**src/rtl/udp_sched_pkg.sv**
```systemverilog
// Shared types and defaults for the UDP transmit scheduler.
// Holds the FSM state encoding, the inter-frame gap, watchdog and port-base
// defaults, and the index width used by the arbiter and the top.
package udp_sched_pkg;

    typedef enum logic [2:0] {
        ST_IDLE  = 3'd0,
        ST_GRANT = 3'd1,
        ST_START = 3'd2,
        ST_WAIT  = 3'd3,
        ST_GAP   = 3'd4
    } state_t;

    localparam int unsigned SEL_W          = 3;
    localparam int unsigned START_CYCLES   = 3;
    localparam int unsigned IFG_CYCLES_DEF = 12;
    localparam int unsigned TMO_CYCLES_DEF = 4096;
    localparam logic [15:0] PORT_BASE_DEF  = 16'd5152;

endpackage

```
**src/rtl/udp_tx_sched_if.sv**
```systemverilog
// Channel and packet-sender signals of the UDP transmit scheduler.
// slave  : the scheduler (takes requests/lengths/tx_done, drives grants and sender controls)
// master : the channels plus packet sender around it
interface udp_tx_sched_if #(
    parameter int unsigned N_CH = 4
) ();
    logic [N_CH-1:0]    i_req;
    logic [N_CH*16-1:0] i_len;
    logic [N_CH-1:0]    o_ack;
    logic [N_CH-1:0]    o_done;
    logic               o_tx_enable;
    logic [15:0]        o_udp_len;
    logic [15:0]        o_dst_port;
    logic [2:0]         o_sel;
    logic               i_tx_done;
    logic               o_busy;
    logic               o_err;

    modport slave (
        input  i_req, i_len, i_tx_done,
        output o_ack, o_done, o_tx_enable, o_udp_len, o_dst_port, o_sel, o_busy, o_err
    );

    modport master (
        output i_req, i_len, i_tx_done,
        input  o_ack, o_done, o_tx_enable, o_udp_len, o_dst_port, o_sel, o_busy, o_err
    );
endinterface

```
**src/rtl/udp_tx_sched_rr_arbiter.sv**
```systemverilog
// Combinational round-robin arbiter.
// Searches req starting at last+1 (mod N_CH); returns one-hot grant, its index
// and valid when any request is present.
//   req   : request vector
//   last  : index of the previously granted channel
//   grant : one-hot winner
//   idx   : winner index
//   valid : any request present
module rr_arbiter
    import udp_sched_pkg::*;
#(
    parameter int unsigned N_CH = 4
) (
    input  logic [N_CH-1:0]  req,
    input  logic [SEL_W-1:0] last,
    output logic [N_CH-1:0]  grant,
    output logic [SEL_W-1:0] idx,
    output logic             valid
);
    localparam int unsigned IW = (N_CH > 1) ? $clog2(N_CH) : 1;

    // First requester found walking upward from last+1 wins.
    always_comb begin
        int unsigned k;
        grant = '0;
        idx   = '0;
        valid = 1'b0;
        k     = 0;
        for (int unsigned off = 1; off <= N_CH; off++) begin
            k = (32'(last) + off) % N_CH;
            if (!valid && req[IW'(k)]) begin
                valid          = 1'b1;
                idx            = SEL_W'(k);
                grant[IW'(k)]  = 1'b1;
            end
        end
    end
endmodule

```
**src/rtl/udp_tx_sched.sv**
```systemverilog
// UDP transmit scheduler: round-robin grants of N_CH channels to one packet sender.
// Per packet: GRANT (ack pulse, latch len/port/sel), START (tx_enable for 3 cycles),
// WAIT (until i_tx_done), GAP (IFG_CYCLES idle), back to IDLE.
// Ports: clk, rst_n (async active-low), bus (udp_tx_sched_if.slave) carrying
//   i_req/i_len/i_tx_done in and o_ack/o_done/o_tx_enable/o_udp_len/o_dst_port/
//   o_sel/o_busy/o_err out.
// Build option: UDP_SCHED_WATCHDOG_EN enables the WAIT timeout (TMO_CYCLES) and the
//   sticky o_err flag; without it WAIT waits indefinitely and o_err stays 0.
module udp_tx_sched
    import udp_sched_pkg::*;
#(
    parameter int unsigned N_CH       = 4,
    parameter int unsigned IFG_CYCLES = IFG_CYCLES_DEF,
    parameter int unsigned TMO_CYCLES = TMO_CYCLES_DEF,
    parameter logic [15:0] PORT_BASE  = PORT_BASE_DEF
) (
    input  logic         clk,
    input  logic         rst_n,
    udp_tx_sched_if.slave bus
);
    localparam int unsigned IW      = (N_CH > 1) ? $clog2(N_CH) : 1;
    localparam int unsigned LW      = $clog2(16 * N_CH);
    localparam int unsigned CNT_MAX = (TMO_CYCLES > IFG_CYCLES) ? TMO_CYCLES : IFG_CYCLES;
    localparam int unsigned CNT_W   = $clog2(CNT_MAX + START_CYCLES + 1);

    state_t             state_q, state_d;
    logic [CNT_W-1:0]   cnt_q, cnt_d;
    logic [SEL_W-1:0]   last_q, last_d;
    logic [N_CH-1:0]    ack_q, ack_d;
    logic [N_CH-1:0]    done_q, done_d;
    logic               tx_en_q, tx_en_d;
    logic [15:0]        len_q, len_d;
    logic [15:0]        port_q, port_d;
    logic [SEL_W-1:0]   sel_q, sel_d;
    logic               busy_q, busy_d;
    logic               err_q, err_d;

    logic [N_CH-1:0]    arb_grant;
    logic [SEL_W-1:0]   arb_idx;
    logic               arb_valid;
    logic [15:0]        len_sel;
    logic               wd_expire;

    rr_arbiter #(.N_CH(N_CH)) u_arb (
        .req   (bus.i_req),
        .last  (last_q),
        .grant (arb_grant),
        .idx   (arb_idx),
        .valid (arb_valid)
    );

    // Length of the arbitration winner.
    always_comb begin
        len_sel = '0;
        for (int unsigned k = 0; k < N_CH; k++) begin
            if (arb_grant[IW'(k)]) len_sel = bus.i_len[LW'(16 * k) +: 16];
        end
    end

`ifdef UDP_SCHED_WATCHDOG_EN
    assign wd_expire = (state_q == ST_WAIT) && !bus.i_tx_done &&
                       (cnt_q == CNT_W'(TMO_CYCLES - 1));
`else
    assign wd_expire = 1'b0;
`endif

    // State register.
    always_ff @(posedge clk or negedge rst_n) begin
        if (!rst_n) state_q <= ST_IDLE;
        else        state_q <= state_d;
    end

    // Next-state logic.
    always_comb begin
        state_d = state_q;
        unique case (state_q)
            ST_IDLE:  if (arb_valid) state_d = ST_GRANT;
            ST_GRANT: state_d = ST_START;
            ST_START: if (cnt_q == CNT_W'(START_CYCLES - 1)) state_d = ST_WAIT;
            ST_WAIT:  if (bus.i_tx_done || wd_expire) state_d = ST_GAP;
            ST_GAP:   if (cnt_q == CNT_W'(IFG_CYCLES - 1)) state_d = ST_IDLE;
            default:  state_d = ST_IDLE;
        endcase
    end

    // Output/datapath next values; grant fields latch on entry to GRANT.
    always_comb begin
        ack_d   = '0;
        done_d  = '0;
        sel_d   = sel_q;
        len_d   = len_q;
        port_d  = port_q;
        last_d  = last_q;
        tx_en_d = (state_d == ST_START);
        busy_d  = (state_d != ST_IDLE);
`ifdef UDP_SCHED_WATCHDOG_EN
        err_d   = err_q | wd_expire;
`else
        err_d   = 1'b0;
`endif
        cnt_d   = '0;

        if (state_q == ST_IDLE && arb_valid) begin
            ack_d  = arb_grant;
            sel_d  = arb_idx;
            len_d  = len_sel;
            port_d = PORT_BASE + 16'(arb_idx);
            last_d = arb_idx;
        end

        if (state_q == ST_WAIT && state_d == ST_GAP) done_d = N_CH'(1) << sel_q;

        // Counter restarts on every state change; WAIT only counts with the watchdog.
        if (state_d == state_q) begin
            if (state_q == ST_START || state_q == ST_GAP) cnt_d = cnt_q + CNT_W'(1);
`ifdef UDP_SCHED_WATCHDOG_EN
            if (state_q == ST_WAIT) cnt_d = cnt_q + CNT_W'(1);
`endif
        end
    end

    // Registered outputs and datapath.
    always_ff @(posedge clk or negedge rst_n) begin
        if (!rst_n) begin
            cnt_q   <= '0;
            last_q  <= SEL_W'(N_CH - 1);
            ack_q   <= '0;
            done_q  <= '0;
            tx_en_q <= 1'b0;
            len_q   <= '0;
            port_q  <= PORT_BASE;
            sel_q   <= '0;
            busy_q  <= 1'b0;
            err_q   <= 1'b0;
        end else begin
            cnt_q   <= cnt_d;
            last_q  <= last_d;
            ack_q   <= ack_d;
            done_q  <= done_d;
            tx_en_q <= tx_en_d;
            len_q   <= len_d;
            port_q  <= port_d;
            sel_q   <= sel_d;
            busy_q  <= busy_d;
            err_q   <= err_d;
        end
    end

    assign bus.o_ack       = ack_q;
    assign bus.o_done      = done_q;
    assign bus.o_tx_enable = tx_en_q;
    assign bus.o_udp_len   = len_q;
    assign bus.o_dst_port  = port_q;
    assign bus.o_sel       = sel_q;
    assign bus.o_busy      = busy_q;
    assign bus.o_err       = err_q;
endmodule

```
**src/flat_wrapper.sv**
```systemverilog
// flat-port wrapper written by rule: the top's interface ports become plain ports
module udp_tx_sched_flat import udp_sched_pkg::*;
#(
    parameter int unsigned N_CH       = 4,
    parameter int unsigned IFG_CYCLES = IFG_CYCLES_DEF,
    parameter int unsigned TMO_CYCLES = TMO_CYCLES_DEF,
    parameter logic [15:0] PORT_BASE  = PORT_BASE_DEF
)
  (clk, rst_n, bus_i_req, bus_i_len, bus_i_tx_done, bus_o_ack, bus_o_done, bus_o_tx_enable, bus_o_udp_len, bus_o_dst_port, bus_o_sel, bus_o_busy, bus_o_err);
  udp_tx_sched_if #(.N_CH(N_CH)) bus_i ();
  input  logic clk;
  input  logic rst_n;
  input wire logic [$bits(bus_i.i_req)-1:0] bus_i_req;
  input wire logic [$bits(bus_i.i_len)-1:0] bus_i_len;
  input wire logic [$bits(bus_i.i_tx_done)-1:0] bus_i_tx_done;
  output wire logic [$bits(bus_i.o_ack)-1:0] bus_o_ack;
  output wire logic [$bits(bus_i.o_done)-1:0] bus_o_done;
  output wire logic [$bits(bus_i.o_tx_enable)-1:0] bus_o_tx_enable;
  output wire logic [$bits(bus_i.o_udp_len)-1:0] bus_o_udp_len;
  output wire logic [$bits(bus_i.o_dst_port)-1:0] bus_o_dst_port;
  output wire logic [$bits(bus_i.o_sel)-1:0] bus_o_sel;
  output wire logic [$bits(bus_i.o_busy)-1:0] bus_o_busy;
  output wire logic [$bits(bus_i.o_err)-1:0] bus_o_err;
  assign bus_i.i_req = bus_i_req;
  assign bus_i.i_len = bus_i_len;
  assign bus_i.i_tx_done = bus_i_tx_done;
  assign bus_o_ack = bus_i.o_ack;
  assign bus_o_done = bus_i.o_done;
  assign bus_o_tx_enable = bus_i.o_tx_enable;
  assign bus_o_udp_len = bus_i.o_udp_len;
  assign bus_o_dst_port = bus_i.o_dst_port;
  assign bus_o_sel = bus_i.o_sel;
  assign bus_o_busy = bus_i.o_busy;
  assign bus_o_err = bus_i.o_err;
  udp_tx_sched #(.N_CH(N_CH), .IFG_CYCLES(IFG_CYCLES), .TMO_CYCLES(TMO_CYCLES), .PORT_BASE(PORT_BASE)) u_core (.clk(clk), .rst_n(rst_n), .bus(bus_i));
endmodule
```
**config.mk**
```make
export PLATFORM = sky130hd
export DESIGN_NAME = udp_tx_sched_flat
export DESIGN_NICKNAME = d
export VERILOG_FILES = /design/src/rtl/udp_sched_pkg.sv /design/src/rtl/udp_tx_sched_if.sv /design/src/rtl/udp_tx_sched_rr_arbiter.sv /design/src/rtl/udp_tx_sched.sv /design/src/flat_wrapper.sv
export SDC_FILE = /design/constraint.sdc
export NUM_CORES = 1
export LEC_CHECK = 0
export CAP_MARGIN = 0
export CORE_MARGIN = 10
export CORE_UTILIZATION = 50
export CTS_BUF_LIST = sky130_fd_sc_hd__clkbuf_4
export DETAILED_ROUTE_END_ITERATION = 8
export GPL_ROUTABILITY_DRIVEN = 0
export PLACE_DENSITY = 0.88
export REMOVE_ABC_BUFFERS = 1
export SYNTH_ARGS = -nofsm -noshare
export SYNTH_HDL_FRONTEND = slang
export SYNTH_SLANG_ARGS = --single-unit
```
**constraint.sdc**
```tcl
create_clock -name clk -period 6.5 [get_ports clk]
set_input_delay 1.3 -clock clk [delete_from_list [all_inputs] [get_ports clk]]
set_output_delay 1.3 -clock clk [all_outputs]
set_load 0.02 [all_outputs]
```
Word-level counts from Yosys, hierarchy flattened
Cells that the tools add are included.

storage, ports and cells
  word-level logic and storage cells = 93
  input port bits = 71
  register bits = 63

cells by class
  add/subtract/negate cells = 6
  magnitude comparators = 8
  bitwise operators = 3
  reductions and logical operators = 15
  shift operators = 1
  muxes and demuxes = 41
  equality and inequality tests = 9

operators with widths
  cell                                                                          count
  16-bit two-way mux                                                            4
  13-bit two-way mux                                                            2
  4-bit two-way mux                                                             6
  3-bit two-way mux                                                             6
  3-bit case mux with 5 select lines                                            1
  13-bit by 3-bit adder with 14-bit output, first input constant                1
  13-bit by 1-bit adder with 13-bit output, second input constant               1
  13-bit by 2-bit equality test with 1-bit output, second input constant        1
  13-bit by 4-bit equality test with 1-bit output, second input constant        1
  2-bit by 3-bit less-than comparator with 1-bit output, second input constant  4
  1-bit two-way mux                                                             12
  4-bit OR                                                                      3
  3-bit by 2-bit equality test with 1-bit output, second input constant         3
  1-bit logical AND                                                             9
  1-bit binary-select mux with 2-bit select                                     4
  1-bit demux with 2-bit select                                                 4
  2-bit by 1-bit >= comparator with 1-bit output, second input constant         4
  3-bit equality test, second input constant                                    2
  2-bit by 1-bit adder with 2-bit output, second input constant                 2
  2-bit adder, second input constant                                            2
  2-bit two-way mux                                                             2
  1-bit by 3-bit left shift with 4-bit output, first input constant             1
  3-bit by 1-bit equality test with 1-bit output, second input constant         1
  3-bit equality test                                                           1
  other kinds (4)                                                               6

Depth between registers and ports, before layout
Gate-level depths: netlist of run 1.

  depth after elaboration = 18
  depth in mapped cells = 14
  gate-level depth less buffers = 8

Hierarchy
Synthesis of run 1 repeated with hierarchy kept, for this count alone.

second synthesis, totals
  cells, all modules = 386
  area total of the unflattened synthesis = 3338.2 um^2

modules (own cells, without submodules)
  module        area an instance (um^2)  seq. area each (um^2)  times used  cells an instance
  udp_tx_sched  2697.6                   1178.6                 1           298
  rr_arbiter    640.6                    0.0                    1           88

Least setup slack after synthesis of run 1
Ideal clock, no wire load.

  path type = input to register
  start = input port bus_i_req[0]
  end = register u_core.cnt_q[10]
  stages on the path = 10
  slack = 3284 ps
  data arrival time = 3148 ps
  setup time = 69 ps
  cell sequence = mux4_2 > buf_6 > or3_1 > buf_2 > o21a_1 > buf_6 > a31oi_4 > nand2_4 > buf_6 > nor2_2

between the ends
  word-level cells in the longest chain between the ends = 16
  elaborated cells on any way between the ends = 22

ends and longest elaborated chain
  item                                       RTL line                       RTL
  from (decl)                                flat_wrapper.sv:13             input wire logic [$bits(bus_i.i_req)-1:0] bus_i_req;
  1-bit binary-select mux with 2-bit select  udp_tx_sched_rr_arbiter.sv:31  if (!valid && req[IW'(k)]) begin
  1-bit two-way mux (implied by the code)    udp_tx_sched_rr_arbiter.sv:31
  1-bit two-way mux                          udp_tx_sched_rr_arbiter.sv:31
  1-bit zero test                            udp_tx_sched_rr_arbiter.sv:31
  1-bit logical AND                          udp_tx_sched_rr_arbiter.sv:31
  1-bit two-way mux                          udp_tx_sched_rr_arbiter.sv:31
  1-bit zero test                            udp_tx_sched_rr_arbiter.sv:31
  1-bit logical AND                          udp_tx_sched_rr_arbiter.sv:31
  1-bit two-way mux                          udp_tx_sched_rr_arbiter.sv:31
  1-bit zero test                            udp_tx_sched_rr_arbiter.sv:31
  1-bit logical AND                          udp_tx_sched_rr_arbiter.sv:31
  1-bit two-way mux *                        udp_tx_sched_rr_arbiter.sv:31
  3-bit two-way mux *                        udp_tx_sched.sv:77             ST_IDLE: if (arb_valid) state_d = ST_GRANT;
  3-bit case mux with 5 select lines *       udp_tx_sched.sv:76             unique case (state_q)
  3-bit equality test *                      udp_tx_sched.sv:114            if (state_d == state_q) begin
  13-bit two-way mux *                       udp_tx_sched.sv:114
  named net u_core.cnt_d[10]                 udp_tx_sched.sv:27             logic [CNT_W-1:0] cnt_q, cnt_d;
  to (signal assigned)                       udp_tx_sched.sv:136            cnt_q <= cnt_d;
  to (decl)                                  udp_tx_sched.sv:27

Mark *: on every way through the listed nets, which the timed path passes. The rest lies on a longest branch. The select of a mux whose other input is x is not followed.
A chain may end at the register's enable or synchronous reset.

Worst setup path after layout of run 1
  start = input port bus_i_req[2]
  end = register u_core.cnt_q[11]

The elaborated chain is that of the path after synthesis.

==> out/metrics.csv, run 1 <==
stage,metric,value,unit
placement,dp_cells,510,
synthesis,synth_top_area_share,33.7,%
critical_path,reg2reg_depth,8,
worst_hold_path,min_path_type,reg2reg,
routing,routedWlPerCell,19.2,um
timing,period_minus_slack,4050,ps
cts,clk_pin_slew,140,ps
timing,grt_setup_unrepaired,no,
critical_path,arrival,4350,ps
timing,timing.fmax,0.247,GHz
synthesis,syn_avg_cell_area,9.00,um2
routing,ant_nets,0,
cts,cts_sinks,46,
timing,period_share,62.3,%
power,power_density,495,nW/um2
timing,finalHoldViolations,0,
power,pwr-share-comb,70.2,%
routing,routed_wl,9920,um
power,power_frac_seq,23.0,%
synthesis,ys_warn_count,0,
layout,n_fill_cell,492,
power,clkPwrFrac,6.7,%
layout,diodes,0,
layout,layout_commonest_cell,clkdlybuf4s50_1,
worst_hold_path,min_path_cells,1,
power,p_switching,1.07,mW
flow_run,drv_cap,0,
cts,cts_inserted_buffers,5,
critical_path,cp.required,6800,ps
synthesis,ys_seq_area_share,35.3,%
global_route,first_global_vias,3086,
cts,cts_resized,0,
cts,clockRootBuffer,clkbuf_4,
critical_path,worst_setup_path_start_kind,input port,
timing,skew,6.33,ps
timing,slew_headroom,29.2,%
synthesis,synth-edff-count,0,
global_route,antenna_found_initial,0,
cts,cts_tree,built,
critical_path,endpoint_kind,flop,
floorplanning,core.rowCount,29,
floorplanning,io_pins,117,
critical_path,crit_type,in2reg,
synthesis,ys.flop_type,dfrtp_1,
cts,clock_latency,370,ps
timing,slew_viol_final,0,
global_route,grt_max_degree,47,
layout,post-route-util,66.0,%
routing,routed_via_density,5.96,
cts,cts_setup_buffers,0,
critical_path,crit_path_max_fanout,19,
global_route,track_usage,18.8,%
synthesis,netlist_area,3270,um2
power,switching_share,51.6,%
floorplanning,die_h,101,um
outcome,status,completed,
routing,vias,3086,
placement,hpwl,7340,um
routing,drt_iter0_drc,218,
critical_path,cp_slowest_cell,or3_1,
floorplanning,fp.dieW,101,um
timing,setup_viol,0,
layout,drive_gt1_share,7.94,%
critical_path,r2r_slack,2500,ps
timing,worst_slew_pin_slew,1060,ps
layout,nets,521,
global_route,grt_pass1_wl,15700,um
global_route,overflow,0,
layout,final_cells,518,
floorplanning,core_area,6350,um2
routing,drc,0,
placement,port-buffer-count,100,
cts,hold_buffers,0,
cts,cts.htree.levels,2,
synthesis,ys_top_cells_by_area,"dfrtp_1 34%, a21oi_1 6.4%, buf_4 4.8%, a21o_1 4.6%, ha_1 3.8%",
floorplanning,dieArea,10200,um2
synthesis,synth_area_leader_cell,dfrtp_1,
cts,clockBufferDepth,2,
layout,mostFrequentLayoutCells,"99 x clkdlybuf4s50_1, 44 x dfrtp_1, 42 x a21oi_1, 28 x nor2_1, 20 x a21o_1",
synthesis,synth_cells,363,
timing,fin_tns_setup,0,ps
routing,dr.pass1.iters,5,
critical_path,cpPeakStageDelay,670,ps
floorplanning,initial_core_util,51.5,%
power,vdd_drop_max,0.000361,V
synthesis,synth_cell_types,50,
power,p_int,1.00,mW
synthesis,synthArstFlopShare,100,%
layout,area_growth,28.3,%
critical_path,crit_chain,clkdlybuf4s50_1 > mux4_2 > or3_1 > o21a_1 > a31oi_4 > nand2_4 > a21oi_1,
synthesis,ys_ff_latch,46,
power,p_leak,1.70,nW
-- Yosys cell counts, drive strengths merged (3+ instances only) --
library cell  instances
nor2                 38
dfrtp                44
nand2b                3
mux4                  4
and3                  9
nand3                 7
nand2                11
a21boi               16
inv                   9
clkbuf               12
nor3                  5
nor3b                 3
nor2b                 3
xnor2                 6
ha                   10
a21oi                42
a211oi               16
buf                  33
a21o                 20
o311ai               16
o21ai                21
xor2                  5
-- final cells by class --
| cell class | instances | area, um2 | share of cell area [%] |
|---|---|---|---|
| multi-input cells | 277 | 1850 | 44.0 |
| flip-flops and latches | 46 | 1150 | 27.5 |
| repair buffers | 101 | 1000 | 23.9 |
| well taps | 77 | 96.3 | 2.30 |
| clock buffers | 5 | 37.5 | 0.896 |
| inverters | 9 | 33.8 | 0.806 |
| clock inverters | 3 | 21.3 | 0.507 |
-- worst paths after layout --
kind,to,startpoint
worst max-delay path,u_core.cnt_q[11]$_DFF_PN0_,bus_i_req[2]
worst min-delay path,u_core.cnt_q[0]$_DFF_PN0_,u_core.cnt_q[0]$_DFF_PN0_
worst max register to register,u_core.cnt_q[11]$_DFF_PN0_,u_core.last_q[0]$_DFFE_PN1P_
worst min register to register,u_core.cnt_q[0]$_DFF_PN0_,u_core.cnt_q[0]$_DFF_PN0_
max in group asynchronous,u_core.bus.o_udp_len[2]$_DFFE_PN0P_,rst_n
min in group asynchronous,u_core.cnt_q[11]$_DFF_PN0_,rst_n
-- metrics by stage --
stage	hold slack, ps	instance area, um2	total power [mW]	worst slack (ps)
after CTS	506	4190	2.07	2490
after global routing	536	4190	2.24	2280
final	503	4190	2.07	2450
after floorplan	455	3030	1.44	3060
after global placement	471	4130	1.88	2180
after detailed placement	486	4130	1.92	2090
-- flip-flops by register name, summed over array words and instances (netlist names) --
name	flops
u_core.bus.o_ack	4
u_core.bus.o_busy	1
u_core.bus.o_done	4
u_core.bus.o_dst_port	2
u_core.bus.o_tx_enable	1
u_core.bus.o_udp_len	16
u_core.cnt_q	13
u_core.last_q	2
u_core.state_q	3
-- cell families (layout without fill, tap and decap cells) --
logic type,count (synthesis),in the layout,share of synthesized area (%)
flip-flops,46,46,35.3
AND/OR/NAND/NOR,91,91,15.0
multiplexers,6,6,3.37
adder cells (fa/ha/maj),10,10,3.83
XOR/XNOR,11,11,2.95
other,2,16,0.230
buffers and inverters,54,118,9.84
AO/OA/AOI/OAI,143,143,29.5
-- power groups by stage --
stage / Sequential, mW / Clock [mW] / Combinational [mW]
after detailed placement: 0.481 / 0 / 1.44
after floorplan: 0.562 / 0 / 0.875
after global placement: 0.476 / 0 / 1.40
after global routing: 0.492 / 0.157 / 1.59
after CTS: 0.476 / 0.143 / 1.45
final: 0.477 / 0.140 / 1.46
-- metal layers --
layer  vias to the layer above  global-route usage [%]  routed length (um)
met5                         -                       0                   0
met4                         0                    7.50                 341
met3                        26                    4.32                 773
met2                       148                    31.1                4820
met1                      1473                    23.0                3990
li1                       1439                       -                   -
-- critical path, delay by kind of cell --
kind | cells | cell delay [ps]
buf+inv | 1 | 500
simple gates | 2 | 850
compound gates | 3 | 1060
mux | 1 | 630
Power figures use the tool's default switching activity.
==> inputs of run 2 (changes only) <==
--- a/config.mk
+++ b/config.mk
@@ -7,11 +7,11 @@
 export LEC_CHECK = 0
 export CAP_MARGIN = 0
 export CORE_MARGIN = 10
-export CORE_UTILIZATION = 50
+export CORE_UTILIZATION = 42
 export CTS_BUF_LIST = sky130_fd_sc_hd__clkbuf_4
 export DETAILED_ROUTE_END_ITERATION = 8
 export GPL_ROUTABILITY_DRIVEN = 0
-export PLACE_DENSITY = 0.88
+export PLACE_DENSITY = 0.79
 export REMOVE_ABC_BUFFERS = 1
 export SYNTH_ARGS = -nofsm -noshare
 export SYNTH_HDL_FRONTEND = slang
==> constraint.sdc (replaced) <==
create_clock -name clk -period 3.6 [get_ports clk]
set_input_delay 0.72 -clock clk [delete_from_list [all_inputs] [get_ports clk]]
set_output_delay 0.72 -clock clk [all_outputs]
set_load 0.02 [all_outputs]
==> out/metrics.csv, run 2 (synthesized netlist as in run 1, its figures left out) <==
stage,metric,value,unit
critical_path,crit_path_max_fanout,11,
timing,slew_headroom,29.9,%
power,p_leak,1.76,nW
routing,routed_via_density,5.65,
timing,grt_setup_unrepaired,no,
power,vdd_drop_max,0.000524,V
timing,period_minus_slack,3350,ps
flow_run,drv_cap,0,
layout,nets,533,
global_route,first_global_vias,3155,
placement,dp_cells,547,
placement,port-buffer-count,100,
critical_path,arrival,3620,ps
floorplanning,fp.dieW,108,um
timing,finalHoldViolations,0,
floorplanning,die_h,108,um
critical_path,worst_setup_path_start_kind,flop,
layout,layout_commonest_cell,clkdlybuf4s50_1,
timing,setup_viol,0,
floorplanning,initial_core_util,42.7,%
routing,drt_iter0_drc,215,
global_route,track_usage,16.9,%
global_route,overflow,0,
cts,cts.htree.levels,2,
outcome,status,completed,
critical_path,cp.required,3870,ps
cts,clk_pin_slew,160,ps
floorplanning,core_area,7650,um2
cts,clock_latency,380,ps
timing,hold_ws,497,ps
routing,ant_nets,0,
layout,final_cells,555,
routing,routed_wl,10200,um
critical_path,endpoint_kind,flop,
layout,diodes,0,
floorplanning,core.rowCount,32,
timing,worst_slew_pin_slew,1050,ps
cts,cts_inserted_buffers,5,
layout,drive_gt1_share,10.8,%
power,power_density,914,nW/um2
global_route,grt_max_degree,47,
worst_hold_path,min_path_type,reg2reg,
routing,routedWlPerCell,18.3,um
floorplanning,io_pins,117,
layout,largest_reg_flops,16,
cts,clockRootBuffer,clkbuf_4,
routing,dr.pass1.iters,5,
timing,skew,13.8,ps
cts,cts_setup_buffers,0,
floorplanning,dieArea,11700,um2
layout,n_fill_cell,676,
cts,cts_tree,built,
routing,drc,0,
placement,hpwl,7450,um
layout,area_growth,32.4,%
routing,vias,3133,
cts,cts_sinks,46,
timing,timing.fmax,0.299,GHz
timing,fin_tns_setup,0,ps
global_route,grt_pass1_wl,16200,um
timing,period_share,93.0,%
global_route,antenna_found_initial,0,
cts,clockBufferDepth,2,
critical_path,crit_type,reg2reg,
timing,slew_viol_final,0,
layout,mostFrequentLayoutCells,"99 x clkdlybuf4s50_1, 44 x dfrtp_1, 41 x a21oi_1, 28 x nor2_1, 20 x a21o_1",
run 2: cell count changes in the layout (fill, tap and decap cells not counted):
cell / previous run / this run
buf_4: 1 / 13
inv_6: 0 / 3
a21oi_1: 42 / 41
a21oi_2: 0 / 1
clkinv_2: 1 / 0
clkinv_4: 1 / 0
clkinvlp_4: 1 / 0
or3_1: 1 / 0
or3_4: 0 / 1
run 2: layout make-up:
type / instances / area (um2) / area share [%]
multi-input cells: 277 / 1850 / 42.9
flip-flops and latches: 46 / 1150 / 26.7
repair buffers: 113 / 1090 / 25.3
well taps: 102 / 128 / 2.95
clock buffers: 5 / 37.5 / 0.868
inverters: 9 / 33.8 / 0.781
clock inverters: 3 / 26.3 / 0.607
run 2: final timing paths:
| check | startpoint | to | slack [ps] | cells past startpoint |
|---|---|---|---|---|
| setup / recovery | u_core.last_q[1]$_DFFE_PN1P_ | u_core.bus.o_udp_len[15]$_DFFE_PN0P_ | 250 | 9 |
| hold reg to reg | u_core.cnt_q[0]$_DFF_PN0_ | u_core.cnt_q[0]$_DFF_PN0_ | 500 | 1 |
| setup reg to reg | u_core.last_q[1]$_DFFE_PN1P_ | u_core.bus.o_udp_len[15]$_DFFE_PN0P_ | 250 | 9 |
| hold / removal | u_core.cnt_q[0]$_DFF_PN0_ | u_core.cnt_q[0]$_DFF_PN0_ | 500 | 1 |
| max in group asynchronous | rst_n | u_core.cnt_q[4]$_DFF_PN0_ | 2460 | 1 |
| min in group asynchronous | rst_n | u_core.cnt_q[12]$_DFF_PN0_ | 510 | 1 |
run 2: repair_timing:
item                                    in CTS  in global routing
gates resized for setup                      1                  1
endpoints found under the setup margin      16                  2
hold buffers                                 0                  0
run 2: metrics by stage:
step	worst slack [ps]	utilization (%)	total power, mW	instance area [um2]
after floorplan	241	-	2.59	3030
after global placement	-63.2	55.6	3.57	4250
after detailed placement	-308	55.6	3.64	4250
after CTS	213	56.5	3.94	4320
after global routing	8.49	56.6	4.26	4330
final	253	56.6	3.95	4330
run 2: report_power, final:
part	total, mW	internal [mW]	switching (mW)
logic	2.84	1.16	1.68
clock network	0.283	0.0843	0.199
registers	0.834	0.702	0.132
total	3.95	1.94	2.01
run 2: critical path, cell delays in order, from the launching register on:
cell and delay [ps]:
dfstp_2 650, inv_1 160, ha_1 360, mux4_2 640
nor3b_1 230, o21ai_2 460, buf_4 240, a21boi_0 80
o311ai_1 300, a21oi_1 100
run 2: per-layer routing:
layer  track usage (%)  wire length (um)  vias to the layer above
li1                  -                 -                     1461
met1              21.2              4130                     1504
met2              28.0              5000                      149
met3              3.57               776                       19
met4              5.73               270                        0
met5                 0                 0                        -
==> inputs of run 3 (changes only) <==
--- a/config.mk
+++ b/config.mk
@@ -7,9 +7,10 @@
 export LEC_CHECK = 0
 export CAP_MARGIN = 0
 export CORE_MARGIN = 10
-export CORE_UTILIZATION = 42
+export CORE_UTILIZATION = 60
 export CTS_BUF_LIST = sky130_fd_sc_hd__clkbuf_4
 export DETAILED_ROUTE_END_ITERATION = 8
+export DONT_BUFFER_PORTS = 1
 export GPL_ROUTABILITY_DRIVEN = 0
 export PLACE_DENSITY = 0.79
 export REMOVE_ABC_BUFFERS = 1
==> out/metrics.csv, run 3 (synthesized netlist as in run 1, its figures left out) <==
stage,metric,value,unit
timing,hold_ws,30.9,ps
flow_run,drv_cap,0,
layout,drive_gt1_share,13.1,%
cts,cts_setup_buffers,0,
cts,clock_latency,370,ps
layout,nets,431,
timing,worst_slew_pin_slew,627,ps
timing,slew_headroom,58.2,%
routing,routedWlPerCell,21.2,um
routing,drt_iter0_drc,267,
timing,period_share,94.9,%
floorplanning,core_area,5200,um2
layout,mostFrequentLayoutCells,"44 x dfrtp_1, 42 x a21oi_1, 28 x nor2_1, 20 x a21o_1, 19 x o21ai_0",
power,switching_share,52.9,%
global_route,grt_pass1_wl,13900,um
floorplanning,fp.dieW,93.8,um
cts,cts.htree.levels,2,
critical_path,crit_type,reg2reg,
critical_path,cp.required,3840,ps
power,power_frac_seq,28.6,%
power,pwr-share-comb,62.5,%
routing,routed_wl,8960,um
cts,clockRootBuffer,clkbuf_4,
global_route,grt_max_degree,47,
cts,cts_tree,built,
power,p_int,1.70,mW
timing,slew_viol_final,0,
timing,period_minus_slack,3420,ps
layout,n_fill_cell,441,
placement,dpl-instance-area,3200,um2
critical_path,r2r_start,u_core.last_q[1]$_DFFE_PN1P_,
global_route,antenna_found_initial,2,
power,power_density,1090,nW/um2
critical_path,r2r_slack,180,ps
routing,vias,2761,
outcome,status,completed,
layout,layout_commonest_cell,dfrtp_1,
floorplanning,core.rowCount,26,
cts,cts_inserted_buffers,5,
worst_hold_path,min_path_type,in2async,
floorplanning,dieArea,8800,um2
timing,finalHoldViolations,0,
power,clkPwrFrac,9.0,%
routing,ant_nets,0,
floorplanning,io_pins,117,
cts,clockBufferDepth,2,
critical_path,crit_path_max_fanout,11,
timing,skew,16.5,ps
floorplanning,initial_core_util,62.8,%
placement,port-buffer-count,0,
cts,cts_sinks,46,
global_route,track_usage,19.6,%
power,finalPower,3.62,mW
critical_path,crit_start,u_core.last_q[1]$_DFFE_PN1P_,
layout,area_growth,1.38,%
power,p_switching,1.91,mW
power,p_leak,1.37,nW
critical_path,arrival,3660,ps
cts,clk_pin_slew,140,ps
layout,seq_area,1150,um2
routing,dr.pass1.iters,6,
layout,final_area,3310,um2
timing,setup_viol,0,
layout,largest_reg_flops,16,
global_route,overflow,0,
timing,timing.fmax,0.293,GHz
routing,drc,0,
routing,routed_via_density,6.53,
global_route,first_global_vias,2707,
floorplanning,die_h,93.8,um
critical_path,worst_setup_path_start_kind,flop,
layout,multi_input_area,1870,um2
power,vdd_drop_max,0.000853,V
critical_path,endpoint_kind,flop,
placement,hpwl,6560,um
-- run 3: cell types whose count changed in the layout (fill, tap and decap cells not counted), sizes merged --
cell / change
buf: -4
bufinv: +1
clkbuf: +1
clkdlybuf4s50: -99
clkinv: +1
diode: +2
dlygate4sd3: +1
inv: -3
-- run 3: stage by stage --
step	setup TNS [ps]	util, %	worst slack, ps	std cells
detailed placement	0	61.4	194	412
finish	0	63.7	182	423
floorplan	0	-	241	332
global route	-1.57	63.7	-1.57	423
CTS	0	62.9	169	420
global placement	0	61.4	272	412
-- run 3: layout make-up --
type	instances	share of cell area (%)
antenna	2	0.151
clock buffer	6	1.36
clock inverter	2	1.02
inverter	9	1.02
multi-input combinational	277	56.4
sequential	46	34.8
tap	70	2.64
timing repair buffer	11	2.57
-- run 3: repair_timing --
item,CTS,global route
resized for setup,0,5
endpoints found under the setup margin,0,18
hold buffers,0,1
hold endpoints to repair,0,13
-- run 3: worst paths after layout --
kind | endpoint | cells past startpoint
max in group asynchronous | u_core.bus.o_udp_len[10]$_DFFE_PN0P_ | 1
min reg2reg | u_core.cnt_q[0]$_DFF_PN0_ | 1
min in group clk | u_core.cnt_q[0]$_DFF_PN0_ | 1
max | u_core.bus.o_udp_len[8]$_DFFE_PN0P_ | 9
min | u_core.bus.o_udp_len[5]$_DFFE_PN0P_ | 0
max reg2reg | u_core.bus.o_udp_len[8]$_DFFE_PN0P_ | 9
-- run 3: metal layers --
| metal | share of wire [%] | up-vias | track usage [%] |
|---|---|---|---|
| li1 | - | 1263 | - |
| met3 | 9.2 | 22 | 5.60 |
| met2 | 51 | 159 | 32.5 |
| met5 | 0 | - | 0 |
| met1 | 37 | 1317 | 23.1 |
| met4 | 2.9 | 0 | 8.23 |
-- run 3: power by group through the flow --
stage	Sequential [mW]	Clock, mW	Combinational, mW
finish	1.03	0.324	2.26
global route	1.06	0.348	2.50
CTS	1.04	0.326	2.17
detailed placement	1.05	0	2.16
global placement	1.04	0	2.10
floorplan	1.01	0	1.58
-- run 3: critical path, stage by stage, from the launching register on --
cell and delay [ps]:
dfstp_2 640, inv_1 150, ha_2 430, mux4_2 630
or3b_1 380, a211o_1 440, buf_4 240, a21o_1 160
o311ai_1 110, a21oi_1 120
